===== src/rtl/stopwatch_disp_scan.sv =====
// Time-multiplexed 4-digit 7-segment driver for the stopwatch, showing SS.hh.
// Digits are latched once per frame so a frame never mixes old and new time.
module stopwatch_disp_scan #(
    parameter int SCAN_DIV       = 4,
    parameter bit SEG_ACTIVE_LOW = 1'b1,
    parameter bit DIG_ACTIVE_LOW = 1'b1
) (
    input  logic       clk_1,
    input  logic       rst,
    input  logic [2:0] time_sec_h,
    input  logic [3:0] time_sec_l,
    input  logic [3:0] time_msec_h,
    input  logic [3:0] time_msec_l,
    input  logic       disp_en,
    input  logic       blank_en,
    output logic [6:0] seg,
    output logic       dp,
    output logic [3:0] dig_sel,
    output logic       frame_done
);

    localparam logic [7:0] PRESC_LAST = 8'(SCAN_DIV - 1);
    localparam logic [6:0] SEG_OFF    = {7{SEG_ACTIVE_LOW}};
    localparam logic       DP_OFF     = SEG_ACTIVE_LOW;
    localparam logic [3:0] DIG_OFF    = {4{DIG_ACTIVE_LOW}};

    logic [7:0] presc_reg;
    logic [1:0] idx_reg;
    logic [2:0] snap_sec_h_reg;
    logic [3:0] snap_sec_l_reg;
    logic [3:0] snap_msec_h_reg;
    logic [3:0] snap_msec_l_reg;
    logic [6:0] seg_reg;
    logic       dp_reg;
    logic [3:0] dig_sel_reg;
    logic       frame_done_reg;

    logic       wrap;
    logic       frame_end;
    logic [3:0] cur_val;
    logic       cur_legal;
    logic       blank;
    logic [6:0] seg_lit;
    logic [3:0] dig_lit;
    logic       dp_lit;
    logic [6:0] seg_next;
    logic       dp_next;
    logic [3:0] dig_sel_next;

    function automatic logic [6:0] decode(input logic [3:0] x);
        case (x)
            4'd0:    decode = 7'h3F;
            4'd1:    decode = 7'h06;
            4'd2:    decode = 7'h5B;
            4'd3:    decode = 7'h4F;
            4'd4:    decode = 7'h66;
            4'd5:    decode = 7'h6D;
            4'd6:    decode = 7'h7D;
            4'd7:    decode = 7'h07;
            4'd8:    decode = 7'h7F;
            4'd9:    decode = 7'h6F;
            default: decode = 7'h40;
        endcase
    endfunction

    assign wrap      = (presc_reg == PRESC_LAST);
    assign frame_end = wrap && (idx_reg == 2'd0);

    always_comb begin
        cur_val = 4'd0;
        case (idx_reg)
            2'd3: cur_val = {1'b0, snap_sec_h_reg};
            2'd2: cur_val = snap_sec_l_reg;
            2'd1: cur_val = snap_msec_h_reg;
            2'd0: cur_val = snap_msec_l_reg;
            default: cur_val = 4'd0;
        endcase
    end

    // Tens of seconds only goes to 5; anything above shows a dash.
    assign cur_legal = (idx_reg == 2'd3) ? (cur_val <= 4'd5) : (cur_val <= 4'd9);
    assign blank     = blank_en && (idx_reg == 2'd3) && (snap_sec_h_reg == 3'd0);

    // The first cycle of every slot keeps all digits dark to avoid ghosting.
    for (genvar gi = 0; gi < 4; gi++) begin : g_dig
        assign dig_lit[gi] = disp_en && (idx_reg == 2'(gi)) && (presc_reg != 8'd0);
    end

    always_comb begin
        seg_lit = 7'd0;
        if (disp_en && !blank)
            seg_lit = cur_legal ? decode(cur_val) : 7'h40;
        dp_lit       = disp_en && (idx_reg == 2'd2) && (presc_reg != 8'd0);
        seg_next     = SEG_ACTIVE_LOW ? ~seg_lit : seg_lit;
        dp_next      = SEG_ACTIVE_LOW ? ~dp_lit : dp_lit;
        dig_sel_next = DIG_ACTIVE_LOW ? ~dig_lit : dig_lit;
    end

    always_ff @(posedge clk_1) begin
        if (!rst) begin
            presc_reg       <= 8'd0;
            idx_reg         <= 2'd3;
            snap_sec_h_reg  <= 3'd0;
            snap_sec_l_reg  <= 4'd0;
            snap_msec_h_reg <= 4'd0;
            snap_msec_l_reg <= 4'd0;
            seg_reg         <= SEG_OFF;
            dp_reg          <= DP_OFF;
            dig_sel_reg     <= DIG_OFF;
            frame_done_reg  <= 1'b0;
        end else begin
            presc_reg      <= wrap ? 8'd0 : presc_reg + 8'd1;
            if (wrap)
                idx_reg <= idx_reg - 2'd1;
            frame_done_reg <= frame_end;
            if (frame_end) begin
                snap_sec_h_reg  <= time_sec_h;
                snap_sec_l_reg  <= time_sec_l;
                snap_msec_h_reg <= time_msec_h;
                snap_msec_l_reg <= time_msec_l;
            end
            seg_reg     <= seg_next;
            dp_reg      <= dp_next;
            dig_sel_reg <= dig_sel_next;
        end
    end

    assign seg        = seg_reg;
    assign dp         = dp_reg;
    assign dig_sel    = dig_sel_reg;
    assign frame_done = frame_done_reg;

endmodule


===== config.mk =====
export PLATFORM = sky130hd
export DESIGN_NAME = stopwatch_disp_scan
export DESIGN_NICKNAME = d
export VERILOG_FILES = /design/src/rtl/stopwatch_disp_scan.sv
export SDC_FILE = /design/constraint.sdc
export NUM_CORES = 1
export LEC_CHECK = 0
export BUFFER_PORTS_ARGS = -buffer_cell sky130_fd_sc_hd__buf_2
export CAP_MARGIN = 5
export CORE_MARGIN = 10
export CORE_UTILIZATION = 35
export CTS_CLUSTER_DIAMETER = 120
export CTS_CLUSTER_SIZE = 30
export DETAILED_ROUTE_END_ITERATION = 7
export PLACE_DENSITY = 0.57
export SYNTH_ARGS = -nofsm -noshare
export SYNTH_HDL_FRONTEND = slang
export SYNTH_SLANG_ARGS = --single-unit

===== constraint.sdc =====
create_clock -name clk_1 -period 3.7 [get_ports clk_1]
set_input_delay 0.74 -clock clk_1 [delete_from_list [all_inputs] [get_ports clk_1]]
set_output_delay 0.74 -clock clk_1 [all_outputs]
set_load 0.005 [all_outputs]

==> impl_metrics.yaml <==
status:
  outcome: "finished, final reports clean"
clock_tree:
  hold_buffers: 0
  cts_made_buffers: 5
  cts_root_buffer: "clkbuf_8"
  cts_tree: "built"
  cts.sinks: 37
  path_clk_slew_ns: 0.07
  cts_max_level: 2
  clock_latency_ns: 0.28
  ctsResizeCount: 0
  post_cts_buffers: 0
  clk_path_buf_depth: 2
job:
  drv_cap: 0
yosys:
  synth_top_area_share: 0.4509
  syn-instance-count: 171
  ys_seq_elements: 37
  synth_area_leader_cell: "dfxtp_1"
  avgSynthCellArea_um2: 9.607
  syn_area_um2: 1643
  synth_nets: 202
  ys.warnings.count: 0
  yosysUniqueCellTypes: 33
  yosysSeqAreaShare: 0.4509
  synth_area_leaders: "dfxtp_1 45%, mux2i_1 10%, ha_1 9.1%"
layout:
  largest_reg_flops: 8
  final_cell_mix: "37 x dfxtp_1, 31 x buf_2, 28 x nor2_1"
  area_growth_syn_to_layout_pct: 17.90
  diodes: 0
  fillers: 441
  nets: 236
  finalInstanceArea_um2: 1937
  drive_gt1_frac: 0.2087
  utilization: 0.4358
  layout.cells.most_common: "dfxtp_1"
power_and_ir_drop:
  power.leakage_nw: 0.9465
  total_power_uw: 812.4
  vdd_drop_max_mv: 0.2691
  power.density_nw_per_um2: 419.5
route:
  highest_layer: "met4"
  via_per_inst: 4.888
  wl_met3_um: 275
  wirelength_um: 3388
  route.detailed.drc: 0
  drt-initial-drc-count: 59
  wirelength_met1_um: 1646
  dr.pass1.iters: 4
  antenna_left: 0
  wl_met2_um: 1419
  wl_per_cell_um: 13.13
  num_vias: 1261
placed_design:
  dp_hpwl_um: 2615
  dpl-instance-area_um2: 1836
  port_buffers: 31
  place_congestion: 0.8616
sta:
  finalMaxSlewViolations: 0
  worst_slew_pin_slew_ns: 0.6882
  setup_violations: 0
  post-route-period-util: 0.6655
  min_period_ns: 2.463
  setup_tns_ns: 0
  fmax_ghz: 0.4061
  whs_ns: 0.5085
  hold_viol_final: 0
  worst_clock_skew_ns: 0.006335
  slew_headroom: 0.5412
  rsz0062_at_grt: "false"
critical_path:
  timing.reg2reg.setup_slack_ns: 1.24
  cp-endpoint: "seg[2]"
  slowest_stage: "dfxtp_1"
  cp-start-kind: "flop"
  end_kind: "flop"
  critPathMaxFanout: 6
  cp_num_buf_inv: 2
  cp_top_family: "compound AO/OA/AOI/OAI gates"
  reg2reg_depth: 10
  worstReg2RegEnd: "seg[2]"
  worstPathRequired_ns: 3.91
  path_class: "flop to flop"
  r2r-start: "idx_reg[0]"
  critPathArrivalTime_ns: 2.67
  crit_chain: "inv_1 > ha_1 > a22oi_1 > nand2_1 > mux2i_1 > inv_1 > ha_1 > a2111oi_0 > and2b_2 > o21ai_0"
  critical_path.max_stage_delay_ns: 0.35
  cp.depth: 10
  crit_start: "idx_reg[0]"
floorplan:
  num_io_pins: 32
  die_x_um: 88.51
  initial_core_util: 0.3697
  die_y_um: 88.51
  dieArea_um2: 7834
  placementRows: 24
  core-area_um2: 4444
grt:
  grt_pass1_vias: 1233
  grt_max_degree: 17
  grt_first_pass_wirelength_um: 5699
  antenna_found_initial: 0
  overflow: 0
  gr-usage-all-layers: 0.09125
min_path:
  hp-start: "presc_reg[0]"
  hold_path_class: "flop to flop"
-- report_power, final --
group | switching [mW] | leakage [nW] | internal, mW
Sequential | 0.00790 | 0.300 | 0.410
Combinational | 0.0527 | 0.592 | 0.0387
Clock | 0.135 | 0.0542 | 0.168
-- kinds of logic (layout without fill, tap and decap cells) --
| group | Yosys count | after routing | share of synthesized area |
|---|---|---|---|
| adders and majority gates | 12 | 12 | 0.09139 |
| DFF | 37 | 37 | 0.4509 |
| buffers and inverters | 13 | 48 | 0.03731 |
| xor gates and xnor gates | 7 | 7 | 0.03732 |
| and+or+nand+nor | 62 | 62 | 0.1866 |
| muxes | 17 | 17 | 0.1036 |
| AOI/OAI and AO/OA | 23 | 23 | 0.09293 |
-- layout make-up --
type                            instances  area (um^2)  share of cell area
Multi-Input combinational cell        121        840.8              0.4341
Inverter                                9        33.78             0.01744
Clock buffer                            7        96.34             0.04974
Sequential cell                        37        740.7              0.3824
Clock inverter                          1        5.005            0.002584
Tap cell                               52        65.06             0.03359
Timing Repair Buffer                   31        155.1             0.08010
-- Yosys cell counts (all sizes together) --
library cell	instances
a2111oi	1
a21o	1
a21oi	4
a222oi	2
a22oi	1
a31o	1
a31oi	3
and2b	1
and3	3
buf	3
clkbuf	1
dfxtp	37
ha	12
inv	9
mux2i	17
nand2	14
nand3	8
nand4	1
nor2	28
nor2b	2
nor3	2
nor3b	1
nor4	1
o211ai	1
o21ai	6
o21bai	1
o2bb2ai	1
o31ai	1
or3b	1
xnor2	2
xor2	5
-- through the flow --
step,instances,worst slack [ns]
finish,258,1.237
global route,258,0.8974
CTS,258,1.239
detailed placement,250,1.259
global placement,250,1.340
floorplan,171,1.515
-- how the worst min path moves through the flow --
stage                               to  cells after the start
after global routing      presc_reg[0]                      1
final                     presc_reg[0]                      1
after floorplan           presc_reg[0]                      1
after CTS                 presc_reg[0]                      1
after global placement    presc_reg[0]                      1
after detailed placement  presc_reg[0]                      1
-- routing by layer --
layer / up-vias / track usage
met1: 566 / 0.1145
li1: 653 / -
met5: - / 0
met3: 8 / 0.03585
met2: 34 / 0.1373
met4: 0 / 0.03524
Power figures use the tool's default switching activity.
